File: src/rtl/ctrl_fsm_gen2_pkg.sv
// ctrl_fsm_gen2_pkg: opcodes, misc subcodes and state encodings shared by the control unit
package ctrl_fsm_gen2_pkg;
  localparam logic [2:0] S_FETCH = 3'd0, S_OPERAND = 3'd1, S_MEM_WAIT = 3'd2, S_RET_WAIT = 3'd3,
                         S_SKIP = 3'd4, S_SKIP2 = 3'd5, S_FAULT = 3'd6;
  localparam logic [3:0] OP_LD = 4'h8, OP_JMP = 4'h9, OP_CALL = 4'hA, OP_MISC = 4'hB,
                         OP_IEQ = 4'hC, OP_INE = 4'hD, OP_ST = 4'hE, OP_LDUM = 4'hF;
  localparam logic [3:0] SUB_RTS = 4'h0, SUB_STSP = 4'h1, SUB_POP = 4'h2, SUB_RTI = 4'h3,
                         SUB_LDSP = 4'h4, SUB_EI = 4'h5, SUB_DI = 4'h6, SUB_PUSH = 4'h8;
  function automatic logic two_word(input logic [3:0] op);
    return op == OP_LD || op == OP_ST || op == OP_LDUM;
  endfunction
endpackage

File: src/rtl/ctrl_fsm_gen2_sp.sv
// ctrl_fsm_gen2_sp: stack pointer with push/pop/load, bound flags and stack slot addressing
module ctrl_fsm_gen2_sp
  import ctrl_fsm_gen2_pkg::*;
#(
  parameter int DATA_W      = 8,
  parameter int ADDR_W      = 8,
  parameter int STACK_BASE  = 'hC0,
  parameter int STACK_DEPTH = 16,
  parameter int SP_W        = $clog2(STACK_DEPTH + 1)
) (
  input  logic              clk,
  input  logic              reset,
  input  logic              push_i,
  input  logic              pop_i,
  input  logic              load_i,
  input  logic [DATA_W-1:0] load_val_i,
  output logic [SP_W-1:0]   sp_o,
  output logic              full_o,
  output logic              empty_o,
  output logic              load_bad_o,
  output logic [ADDR_W-1:0] push_addr_o,
  output logic [ADDR_W-1:0] pop_addr_o
);
  logic [SP_W-1:0] sp_q, sp_d;
  assign sp_o        = sp_q;
  assign full_o      = 32'(sp_q) == STACK_DEPTH;
  assign empty_o     = sp_q == '0;
  assign load_bad_o  = 32'(load_val_i) > STACK_DEPTH;
  assign pop_addr_o  = ADDR_W'(STACK_BASE + 32'(sp_q));
  assign push_addr_o = ADDR_W'(STACK_BASE + 32'(sp_q) + 1);
  // next sp: an explicit load wins over push, push over pop
  always_comb sp_d = load_i ? SP_W'(load_val_i) : push_i ? sp_q + SP_W'(1) : pop_i ? sp_q - SP_W'(1) : sp_q;
  // stack pointer register, empty after reset
  always_ff @(posedge clk) begin
    if (reset) sp_q <= '0;
    else sp_q <= sp_d;
  end
endmodule

File: src/rtl/ctrl_fsm_gen2.sv
// ctrl_fsm_gen2: multicycle control unit decoding program words into regfile/ALU/user-memory/PC controls
module ctrl_fsm_gen2
  import ctrl_fsm_gen2_pkg::*;
#(
  parameter int DATA_W      = 8,
  parameter int ADDR_W      = 8,
  parameter int RSEL_W      = 2,
  parameter int STACK_BASE  = 'hC0,
  parameter int STACK_DEPTH = 16,
  parameter int RESET_VEC   = 0,
  parameter int IRQ_VEC     = 'hFD
) (
  input  logic                               clk,
  input  logic                               reset,
  input  logic                               irq,
  input  logic [DATA_W-1:0]                  pm_data,
  input  logic [ADDR_W-1:0]                  pm_addr,
  input  logic [DATA_W-1:0]                  rf_rdata1,
  input  logic [DATA_W-1:0]                  rf_rdata2,
  input  logic [DATA_W-1:0]                  alu_result,
  input  logic [DATA_W-1:0]                  um_rdata,
  output logic [3:0]                         alu_op,
  output logic [RSEL_W-1:0]                  rf_rsel1,
  output logic [RSEL_W-1:0]                  rf_rsel2,
  output logic [RSEL_W-1:0]                  rf_wsel,
  output logic                               rf_we,
  output logic [DATA_W-1:0]                  rf_wdata,
  output logic [ADDR_W-1:0]                  um_addr,
  output logic [DATA_W-1:0]                  um_wdata,
  output logic                               um_we,
  output logic                               pc_jump,
  output logic [ADDR_W-1:0]                  pc_target,
  output logic                               pc_freeze,
  output logic [$clog2(STACK_DEPTH+1)-1:0]   sp_out,
  output logic                               ie,
  output logic                               fault
);
  localparam int OPL = 4 + 2 * RSEL_W - 1;
  logic [2:0] state_q, state_d;
  logic [DATA_W-1:0] ir_q, ir_d, instr, push_val;
  logic ie_q, ie_d, fault_q, fault_d, push_req, push, pop, load, full, empty, load_bad;
  logic [3:0] op, sub;
  logic [ADDR_W-1:0] push_addr, pop_addr;
  assign instr    = state_q == S_FETCH ? pm_data : ir_q;
  assign op       = instr[OPL -: 4];
  assign sub      = instr[3:0];
  assign alu_op   = op;
  assign rf_rsel1 = instr[2*RSEL_W-1 -: RSEL_W];
  assign rf_rsel2 = instr[RSEL_W-1:0];
  assign rf_wsel  = rf_rsel2;
  assign ie       = ie_q;
  assign fault    = fault_q;
  ctrl_fsm_gen2_sp #(
    .DATA_W(DATA_W), .ADDR_W(ADDR_W), .STACK_BASE(STACK_BASE), .STACK_DEPTH(STACK_DEPTH)
  ) u_sp (
    .clk(clk), .reset(reset), .push_i(push), .pop_i(pop), .load_i(load), .load_val_i(rf_rdata1),
    .sp_o(sp_out), .full_o(full), .empty_o(empty), .load_bad_o(load_bad),
    .push_addr_o(push_addr), .pop_addr_o(pop_addr)
  );
  // decode, sequencing and stack traffic; a push is resolved after decode so overflow can cancel it
  always_comb begin
    state_d   = state_q;
    ir_d      = ir_q;
    ie_d      = ie_q;
    fault_d   = fault_q;
    rf_we     = 1'b0;
    rf_wdata  = alu_result;
    um_we     = 1'b0;
    um_addr   = pop_addr;
    um_wdata  = rf_rdata1;
    pc_jump   = 1'b0;
    pc_target = ADDR_W'(RESET_VEC);
    pc_freeze = 1'b0;
    push_req  = 1'b0;
    push_val  = rf_rdata1;
    push      = 1'b0;
    pop       = 1'b0;
    load      = 1'b0;
    case (state_q)
      S_FETCH: begin
        ir_d = pm_data;
        if (irq && ie_q) begin
          push_req  = 1'b1;
          push_val  = DATA_W'(pm_addr);
          ie_d      = 1'b0;
          pc_jump   = 1'b1;
          pc_target = ADDR_W'(IRQ_VEC);
        end else if (!op[3]) rf_we = 1'b1;
        else case (op)
          OP_LD, OP_ST, OP_LDUM: state_d = S_OPERAND;
          OP_JMP: begin
            pc_jump   = 1'b1;
            pc_target = rf_rdata2[ADDR_W-1:0];
          end
          OP_CALL: begin
            push_req  = 1'b1;
            push_val  = DATA_W'(pm_addr + ADDR_W'(1));
            pc_jump   = 1'b1;
            pc_target = rf_rdata2[ADDR_W-1:0];
          end
          OP_MISC: case (sub)
            SUB_RTS, SUB_RTI, SUB_POP: begin
              if (empty) begin
                fault_d = 1'b1;
                state_d = S_FAULT;
              end else begin
                pop     = 1'b1;
                state_d = sub == SUB_POP ? S_MEM_WAIT : S_RET_WAIT;
              end
            end
            SUB_STSP: begin
              rf_we    = 1'b1;
              rf_wdata = DATA_W'(sp_out);
            end
            SUB_LDSP: begin
              load    = !load_bad;
              fault_d = fault_q | load_bad;
              state_d = load_bad ? S_FAULT : S_FETCH;
            end
            SUB_EI: ie_d = 1'b1;
            SUB_DI: ie_d = 1'b0;
            SUB_PUSH: push_req = 1'b1;
            default: ;
          endcase
          OP_IEQ: state_d = rf_rdata1 != rf_rdata2 ? S_SKIP : S_FETCH;
          OP_INE: state_d = rf_rdata1 == rf_rdata2 ? S_SKIP : S_FETCH;
          default: ;
        endcase
      end
      S_OPERAND: begin
        state_d = op == OP_LDUM ? S_MEM_WAIT : S_FETCH;
        um_addr = pm_data[ADDR_W-1:0];
        um_we   = op == OP_ST;
        rf_we   = op == OP_LD;
        rf_wdata = pm_data;
      end
      S_MEM_WAIT: begin
        pc_freeze = 1'b1;
        rf_we     = 1'b1;
        rf_wdata  = um_rdata;
        state_d   = S_FETCH;
      end
      S_RET_WAIT: begin
        pc_jump   = 1'b1;
        pc_target = um_rdata[ADDR_W-1:0];
        ie_d      = sub == SUB_RTI ? 1'b1 : ie_q;
        state_d   = S_FETCH;
      end
      S_SKIP: state_d = two_word(pm_data[OPL -: 4]) ? S_SKIP2 : S_FETCH;
      S_SKIP2: state_d = S_FETCH;
      default: pc_freeze = 1'b1;
    endcase
    if (push_req && full) begin
      fault_d = 1'b1;
      state_d = S_FAULT;
      pc_jump = 1'b0;
    end else if (push_req) begin
      push     = 1'b1;
      um_we    = 1'b1;
      um_addr  = push_addr;
      um_wdata = push_val;
    end
    if (reset) begin
      pc_jump   = 1'b1;
      pc_target = ADDR_W'(RESET_VEC);
      pc_freeze = 1'b0;
      rf_we     = 1'b0;
      um_we     = 1'b0;
      push      = 1'b0;
      pop       = 1'b0;
      load      = 1'b0;
    end
  end
  // control state registers
  always_ff @(posedge clk) begin
    if (reset) begin
      state_q <= S_FETCH;
      ir_q    <= '0;
      ie_q    <= 1'b0;
      fault_q <= 1'b0;
    end else begin
      state_q <= state_d;
      ir_q    <= ir_d;
      ie_q    <= ie_d;
      fault_q <= fault_d;
    end
  end
endmodule

File: config.mk
export PLATFORM = sky130hd
export DESIGN_NAME = ctrl_fsm_gen2
export DESIGN_NICKNAME = d
export VERILOG_FILES = /design/src/rtl/ctrl_fsm_gen2_pkg.sv /design/src/rtl/ctrl_fsm_gen2_sp.sv /design/src/rtl/ctrl_fsm_gen2.sv
export SDC_FILE = /design/constraint.sdc
export NUM_CORES = 1
export LEC_CHECK = 0
export ABC_AREA = 1
export BUFFER_PORTS_ARGS = -buffer_cell sky130_fd_sc_hd__buf_4
export CAP_MARGIN = 20
export CORE_MARGIN = 2
export CORE_UTILIZATION = 30
export CTS_BUF_LIST = sky130_fd_sc_hd__clkbuf_8
export DETAILED_ROUTE_END_ITERATION = 10
export GPL_ROUTABILITY_DRIVEN = 0
export PLACE_DENSITY = 0.51
export SLEW_MARGIN = 20
export SYNTH_ARGS = -nofsm -noshare
export SYNTH_HDL_FRONTEND = slang
export SYNTH_SLANG_ARGS = --single-unit
File: constraint.sdc
create_clock -name clk -period 3.1 [get_ports clk]
set_input_delay 0.155 -clock clk [delete_from_list [all_inputs] [get_ports clk]]
set_output_delay 0.155 -clock clk [all_outputs]
set_load 0.01 [all_outputs]
Word-level counts from Yosys, hierarchy flattened
Index checks and enable logic that the tools add are counted.
- bits in registers: 18
- bits in latches: 0
- bits in writable memories: 0
- ROM bits: 0
- bits of input ports: 51
- output and inout port bits: 53
- logic and storage cells: 167
- memories: 0
- add/sub/neg operators: 5
- multiply operators: 0
- divide/modulo/power cells: 0
- magnitude comparators: 1
- equal/unequal tests: 40
- shift operators: 0
- muxes and demuxes: 88
- bitwise operators: 1
- reduce and logical (&&, ||, !) cells: 26
- operators with widths (cell ; count):
    $mux 8 ; 18
    $eq 4x4->1 const B ; 12
    $mux 1 ; 47
    $mux 3 ; 8
    $pmux 3 s4 ; 2
    $pmux 8 s3 ; 1
    $add 8x1->8 const B ; 2
    $pmux 8 s2 ; 1
    $mux 5 ; 3
    $reduce_and 5->1 ; 3
    $eq 4x3->1 const B ; 3
    $pmux 1 s2 ; 5
    $ne 3x2->1 const B ; 3
    $reduce_or 3->1 ; 3
    $add 8x5->8 const A ; 1
    $eq 4x2->1 const B ; 2
    $eq 8x8->1 ; 1
    $gt 8x5->1 const B ; 1
    $ne 8x8->1 ; 1
    $reduce_bool 2->1 ; 4
    $eq 3x2->1 const B ; 2
    $eq 3x3->1 const B ; 2
    $ne 2x2->1 const B ; 3
    $ne 6x1->1 const B ; 1
    28 further kinds ; 32

Depth between registers and ports, before layout
- depth after elaboration: 13
- mapped depth: 19
- gate-level depth less buffers: 19

Modules after synthesis
From an unflattened synthesis, not the netlist that was laid out.
- cell total of the unflattened synthesis: 491
- area total of the unflattened synthesis: 2871.5 µm²
- by module, submodules not included (module ; times used ; cells each ; area an instance (µm²)):
    ctrl_fsm_gen2 ; 1 ; 401 ; 2277.2
    ctrl_fsm_gen2_sp ; 1 ; 90 ; 594.3

Worst setup path before layout
OpenSTA, ideal clock, no wires.
- path type: reg2reg
- start point: reg state_q[1]
- end point: reg u_sp.sp_q[4], in the netlist u_sp.sp_o[4]
- setup time: 0.128 ns
- arrival time: 2.438 ns
- data required time: 2.972 ns
- slack: 0.535 ns
- stages on the path, launching flop included: 19
- cell sequence: dfxtp_1 nor2_4 buf_6 nand3_1 nand2_2 nand2_1 nor2_2 nand2_2 nand2_4 nand4_2 fa_1 nand3_1 nand2_1 xor2_1 inv_1 nand4_1 a21oi_2 nor2_1 nor2_1
- longest elaborated chain between the ends: 13
- elaborated cells on any way between the ends: 34
- classes of those cells: eq/ne (6); mux (23); reduce/logical (5)
- ends and longest elaborated chain (item ; RTL line ; text):
    start: declaration ; ctrl_fsm_gen2.sv:39 ; logic [2:0] state_q, state_d;
    start signal: assignment ; ctrl_fsm_gen2.sv:182 ; state_q <= state_d;
    $logic_not 3->1 * ; ctrl_fsm_gen2.sv:44 ; assign instr = state_q == S_FETCH ? pm_data : ir_q;
    $mux 8 * ; - ;
    net rf_rsel1[1] ; ctrl_fsm_gen2.sv:23 ; output logic [RSEL_W-1:0] rf_rsel1,
    $eq 4x4->1 ; ctrl_fsm_gen2.sv:101 ; OP_MISC: case (sub)
    $mux 1 ; ctrl_fsm_gen2.sv:101 ;
    $pmux 1 s2 ; ctrl_fsm_gen2.sv:89 ; else case (op)
    $mux 1 ; ctrl_fsm_gen2.sv:88 ; end else if (!op[3]) rf_we = 1'b1;
    $mux 1 ; ctrl_fsm_gen2.sv:82 ; if (irq && ie_q) begin
    $mux 1 ; ctrl_fsm_gen2.sv:79 ; case (state_q)
    $mux 1 / $logic_and 1x1->1 (equally long branches) ; ctrl_fsm_gen2.sv:157, ctrl_fsm_gen2.sv:153 ;
    $mux 1 ; ctrl_fsm_gen2.sv:153 ; if (push_req && full) begin
    $mux 1 ; ctrl_fsm_gen2.sv:163 ; if (reset) begin
    $mux 5 (2 in series) ; ctrl_fsm_gen2_sp.sv:32 ; always_comb sp_d = load_i ? SP_W'(load_val_i) : push_i ? sp_q + SP_W'(1) : pop_i ? sp_q - SP_W'(1) : sp_q;
    end signal: assignment ; ctrl_fsm_gen2_sp.sv:36 ; else sp_q <= sp_d;
    end: declaration ; ctrl_fsm_gen2_sp.sv:24 ; logic [SP_W-1:0] sp_q, sp_d;
Mark *: on every way through the listed nets, which the timed path passes. The rest lies on a longest branch.
A chain may end at the register's enable or synchronous reset.

Worst setup path after layout
- start point: reg state_q[0]
- end point: reg u_sp.sp_q[4], in the netlist u_sp.sp_o[4]
- longest elaborated chain between the ends: 13
- elaborated cells on any way between the ends: 34
- classes of those cells: eq/ne (6); mux (23); reduce/logical (5)
- ends and longest elaborated chain (item ; RTL line):
    $logic_not 3->1 * ; ctrl_fsm_gen2.sv:44, ctrl_fsm_gen2.sv:79
    $mux 8 ; -
    $eq 4x4->1 ; ctrl_fsm_gen2.sv:101
    $mux 1 ; ctrl_fsm_gen2.sv:101
    $pmux 1 s2 ; ctrl_fsm_gen2.sv:89
    $mux 1 ; ctrl_fsm_gen2.sv:88
    $mux 1 ; ctrl_fsm_gen2.sv:82
    $mux 1 ; ctrl_fsm_gen2.sv:79
    $mux 1 / $logic_and 1x1->1 (equally long branches) ; ctrl_fsm_gen2.sv:157, ctrl_fsm_gen2.sv:153
    $mux 1 ; ctrl_fsm_gen2.sv:153
    $mux 1 ; ctrl_fsm_gen2.sv:163
    $mux 5 (2 in series) ; ctrl_fsm_gen2_sp.sv:32
Mark *: on every way between the ends. The rest lies on a longest branch, timed or not.

==> summary.txt <==
Setup path
  • Most used cell, CP: sky130_fd_sc_hd__nand2_1
  • Maximum fanout along the worst path: 9
  • Slowest library cell on the worst path: sky130_fd_sc_hd__fa_2
  • Critical path cell sequence: nor2_4 > nand2_4 > nand2_1 > nand2_1 > inv_2 > nand2_2 > nor2_4 > nand2_2 > nand2_4 > nand4_4 > fa_2 > nand3_1 > nand2_1 > xor2_1 > inv_1 > nand4_1 > a21oi_2 > nor2_1 > nor2_1
  • Nature of the critical path endpoint: register
  • Worst endpoint data arrival time: 3.03 ns
  • CP required: 3.30 ns
  • Type of the setup path with the least slack: register to register
  • Max incr delay on CP: ~0.40 ns
  • Kind of start point of the critical path: register

Logic synthesis
  • Async S/R FF share, synth: 0%
  • Cell types with the largest area share after synthesis: sky130_fd_sc_hd__dfxtp_1 14%, sky130_fd_sc_hd__nand2_1 14%, sky130_fd_sc_hd__inv_1 8.1%
  • Cell area after synthesis: 2560 um2
  • Portion of the post-synthesis area used by sequential elements: 14.1%
  • Mapped Cells: 431
  • #FFs+latches synth: 18
  • Top-area cell type share of the netlist area: 14.1%
  • Count of different cell masters after synthesis: 45
  • Number of synthesized flops with an enable pin: 0
  • Synth warn: 0
  • Top_reg_cell synth: sky130_fd_sc_hd__dfxtp_1
  • Most area-hungry cell type in the Yosys netlist: sky130_fd_sc_hd__dfxtp_1
  • Mapped Nets: 489
  • Synth Area per Inst: between 5 and 6 um2

GRT
  • First-pass GRT wire length: 16,000 um
  • Overall overflow remaining after global route: 0
  • Number of global-route vias before repair: 3,213
  • Number of antenna violations at the first check in global routing: 0
  • Overall routing resource usage: 22.4%
  • Pin count of the biggest net entering global routing: 29

Timing
  • Transition time at the pin with the least slew margin: around 0.46 ns
  • Final Max Tran Viols: 0
  • WHS: 0.286 ns
  • Final cycle utilization of the critical path: 91.3%
  • Final count of negative-setup-slack endpoints: 0
  • Final Skew: 0.00329 ns
  • Final critical-path required period: 2.83 ns
  • Hold Fails Final Rpt: 0
  • Highest attainable clock frequency: 353 MHz
  • Max-Slew Margin vs Limit: 69.3%

Die
  • Initial core utilization: 31.0%
  • Placeable core region: approximately 8300 um2
  • Overall die width: 96.4 um
  • Vert. Die Dim: 96.4 um
  • Number of top-level pins: 104
  • Row count: 33
  • Area enclosed by the die boundary: 9300 um2

Finish
  • Ratio of cells with drive above 1 in the final layout: between 30% and 40%
  • Area of the multi-input gates: 1900 um2
  • Total non-filler cell area in the finished layout: 3600 um2
  • Leading cell type in the layout, fill and taps excluded: sky130_fd_sc_hd__buf_4
  • Final design utilization: 43.6%
  • Sequential cell area in the final layout: 360 um2
  • Commonest cells after routing, fill and taps aside: 122 x sky130_fd_sc_hd__buf_4, 94 x sky130_fd_sc_hd__nand2_1, 55 x sky130_fd_sc_hd__inv_1
  • Area grow syn2layout: 40.6%
  • # fillers: 921
  • Ant. Diodes: 0
  • Final Net Count: ~600

Pwr
  • Internal Power: 1.21 mW
  • Reported leakage power: 1.72 nW
  • Pwr/cell area: 733 nW/um2
  • Relative contribution of sequential cells to total power: 12.3%
  • Gate power share: 81.2%
  • Total power consumption of the routed design: between 2 and 3 mW
  • Fraction of power spent switching nets: 54.1%
  • Net switching component of the power: 1.43 mW
  • Relative contribution of the clock network to total power: 6.5%
  • Worst supply voltage drop on vdd: about 0.24 mV

Clocking
  • H-tree lvl count: 1
  • Clock transition at the register clock pins on the worst setup and hold paths after CTS: about 0.07 ns
  • Hold-fix buffers at CTS: 0
  • Cell chosen for the clock root: sky130_fd_sc_hd__clkbuf_8
  • Clk buf depth: 2
  • CTS tree: built
  • Clock buffers created by TritonCTS: 3
  • Clock tree sinks: 18
  • Clock Latency Late Sink: 0.26 ns

Detailed routing
  • Total via count in the routed design: 3,248
  • Wire length after detailed routing: 10,400 um
  • Wire length per cell: 16.1 um
  • Pre-antenna DRT Iters: 4
  • First-iteration detailed-routing DRC count: 157
  • Mean number of vias per cell: 5.03
  • DRC violations left: 0
  • Post-route antenna net violation count: 0

Placement
  • Number of buffers inserted by port buffering: 103
  • Placement Cell Area: 3480 um2
  • Detailed Place HPWL: roughly 8500 um

Run status
  • Outcome: complete, no violations

Min path
  • Hold Crit Class: input port to register

Run
  • Number of max-capacitance violations reported: 0
final timing paths:
path | start | end | slack (ns) | cells past startpoint
worst max-delay path | state_q[0] | u_sp.sp_o[4] | 0.27 | 19
worst min register to register | fault | fault | 0.48 | 2
worst min-delay path | reset | ir_q[4] | 0.29 | 2
worst max register to register | state_q[0] | u_sp.sp_o[4] | 0.27 | 19
synthesized netlist by cell type (2+ instances only):
master,n
sky130_fd_sc_hd__buf_4,3
sky130_fd_sc_hd__nand2_4,6
sky130_fd_sc_hd__nand2_2,12
sky130_fd_sc_hd__clkinv_1,2
sky130_fd_sc_hd__nor2_1,39
sky130_fd_sc_hd__a31oi_1,10
sky130_fd_sc_hd__xnor2_1,9
sky130_fd_sc_hd__dfxtp_1,18
sky130_fd_sc_hd__o21ai_1,8
sky130_fd_sc_hd__o21ai_0,18
sky130_fd_sc_hd__nand3b_1,3
sky130_fd_sc_hd__nor3_1,12
sky130_fd_sc_hd__nand3_1,26
sky130_fd_sc_hd__inv_1,55
sky130_fd_sc_hd__nand4_1,12
sky130_fd_sc_hd__o221ai_1,2
sky130_fd_sc_hd__o22ai_1,5
sky130_fd_sc_hd__o32ai_1,4
sky130_fd_sc_hd__nand3_2,3
sky130_fd_sc_hd__inv_2,7
sky130_fd_sc_hd__nor2_2,6
sky130_fd_sc_hd__ha_1,6
sky130_fd_sc_hd__o211ai_1,2
sky130_fd_sc_hd__a21oi_1,29
sky130_fd_sc_hd__xor2_1,9
sky130_fd_sc_hd__o31ai_1,2
sky130_fd_sc_hd__nand2_1,94
sky130_fd_sc_hd__nor2_4,3
sky130_fd_sc_hd__buf_6,4
sky130_fd_sc_hd__clkbuf_1,7
flip-flops by register name (all words and copies together) (netlist names):
name	cells
ir_q	8
state_q	3
ie	1
u_sp.sp_o	5
fault	1
critical path: cells and delay by family (launching register included):
family	cells	cell delay, ns
simple gates	14	1.53
fa+ha+maj	1	0.40
flops	1	0.37
buf+inv	2	0.16
xor+xnor	1	0.15
compound gates	1	0.14
metal layers:
layer	vias up	GRT usage [%]	wire (um)
met5	-	0	0
met4	0	3.64	88
met3	6	3.10	557
met2	84	38.6	5050
met1	1502	30.3	4700
li1	1656	-	-
metrics by stage:
stage / setup slack, ns / std cells / setup TNS, ns
4_1_cts: 0.0686 / 641 / 0
3_3_place_gp: 0.209 / 638 / 0
6_report: 0.269 / 646 / 0
2_1_floorplan: 0.535 / 431 / 0
5_1_grt: -0.0318 / 646 / -0.0318
3_5_place_dp: 0.0814 / 638 / 0
repair_timing:
action                     in CTS  in global routing
setup endpoints to repair       0                 10
hold endpoints to repair        0                  0
resized for setup               0                  7
setup buffers                   0                  5
final cells by class:
| type | instances | share of cell area [%] |
|---|---|---|
| Multi-Input combinational cell | 333 | 52.7 |
| Inverter | 64 | 6.74 |
| Clock buffer | 3 | 1.15 |
| Sequential cell | 18 | 10.0 |
| Timing Repair Buffer | 123 | 25.7 |
| Tap cell | 105 | 3.65 |
power groups by stage:
stage               combinational [mW]  sequential [mW]  clock, mW
CTS                               2.06            0.324      0.178
global route                      2.38            0.331      0.185
detailed placement                2.05            0.329          0
floorplan                         1.30            0.342          0
global placement                  2.04            0.328          0
finish                            2.15            0.324      0.173
cell families (layout without fill, tap and decap cells):
group	Yosys count	count (layout)	synth area share, %
compound gates	87	87	20.2
xor+xnor	18	18	6.15
fa+ha+maj	7	7	3.71
buf+inv	80	190	13.4
flops	18	18	14.1
mux	1	1	0.391
simple gates	220	220	42.1
(Power assumes the default switching activity.)
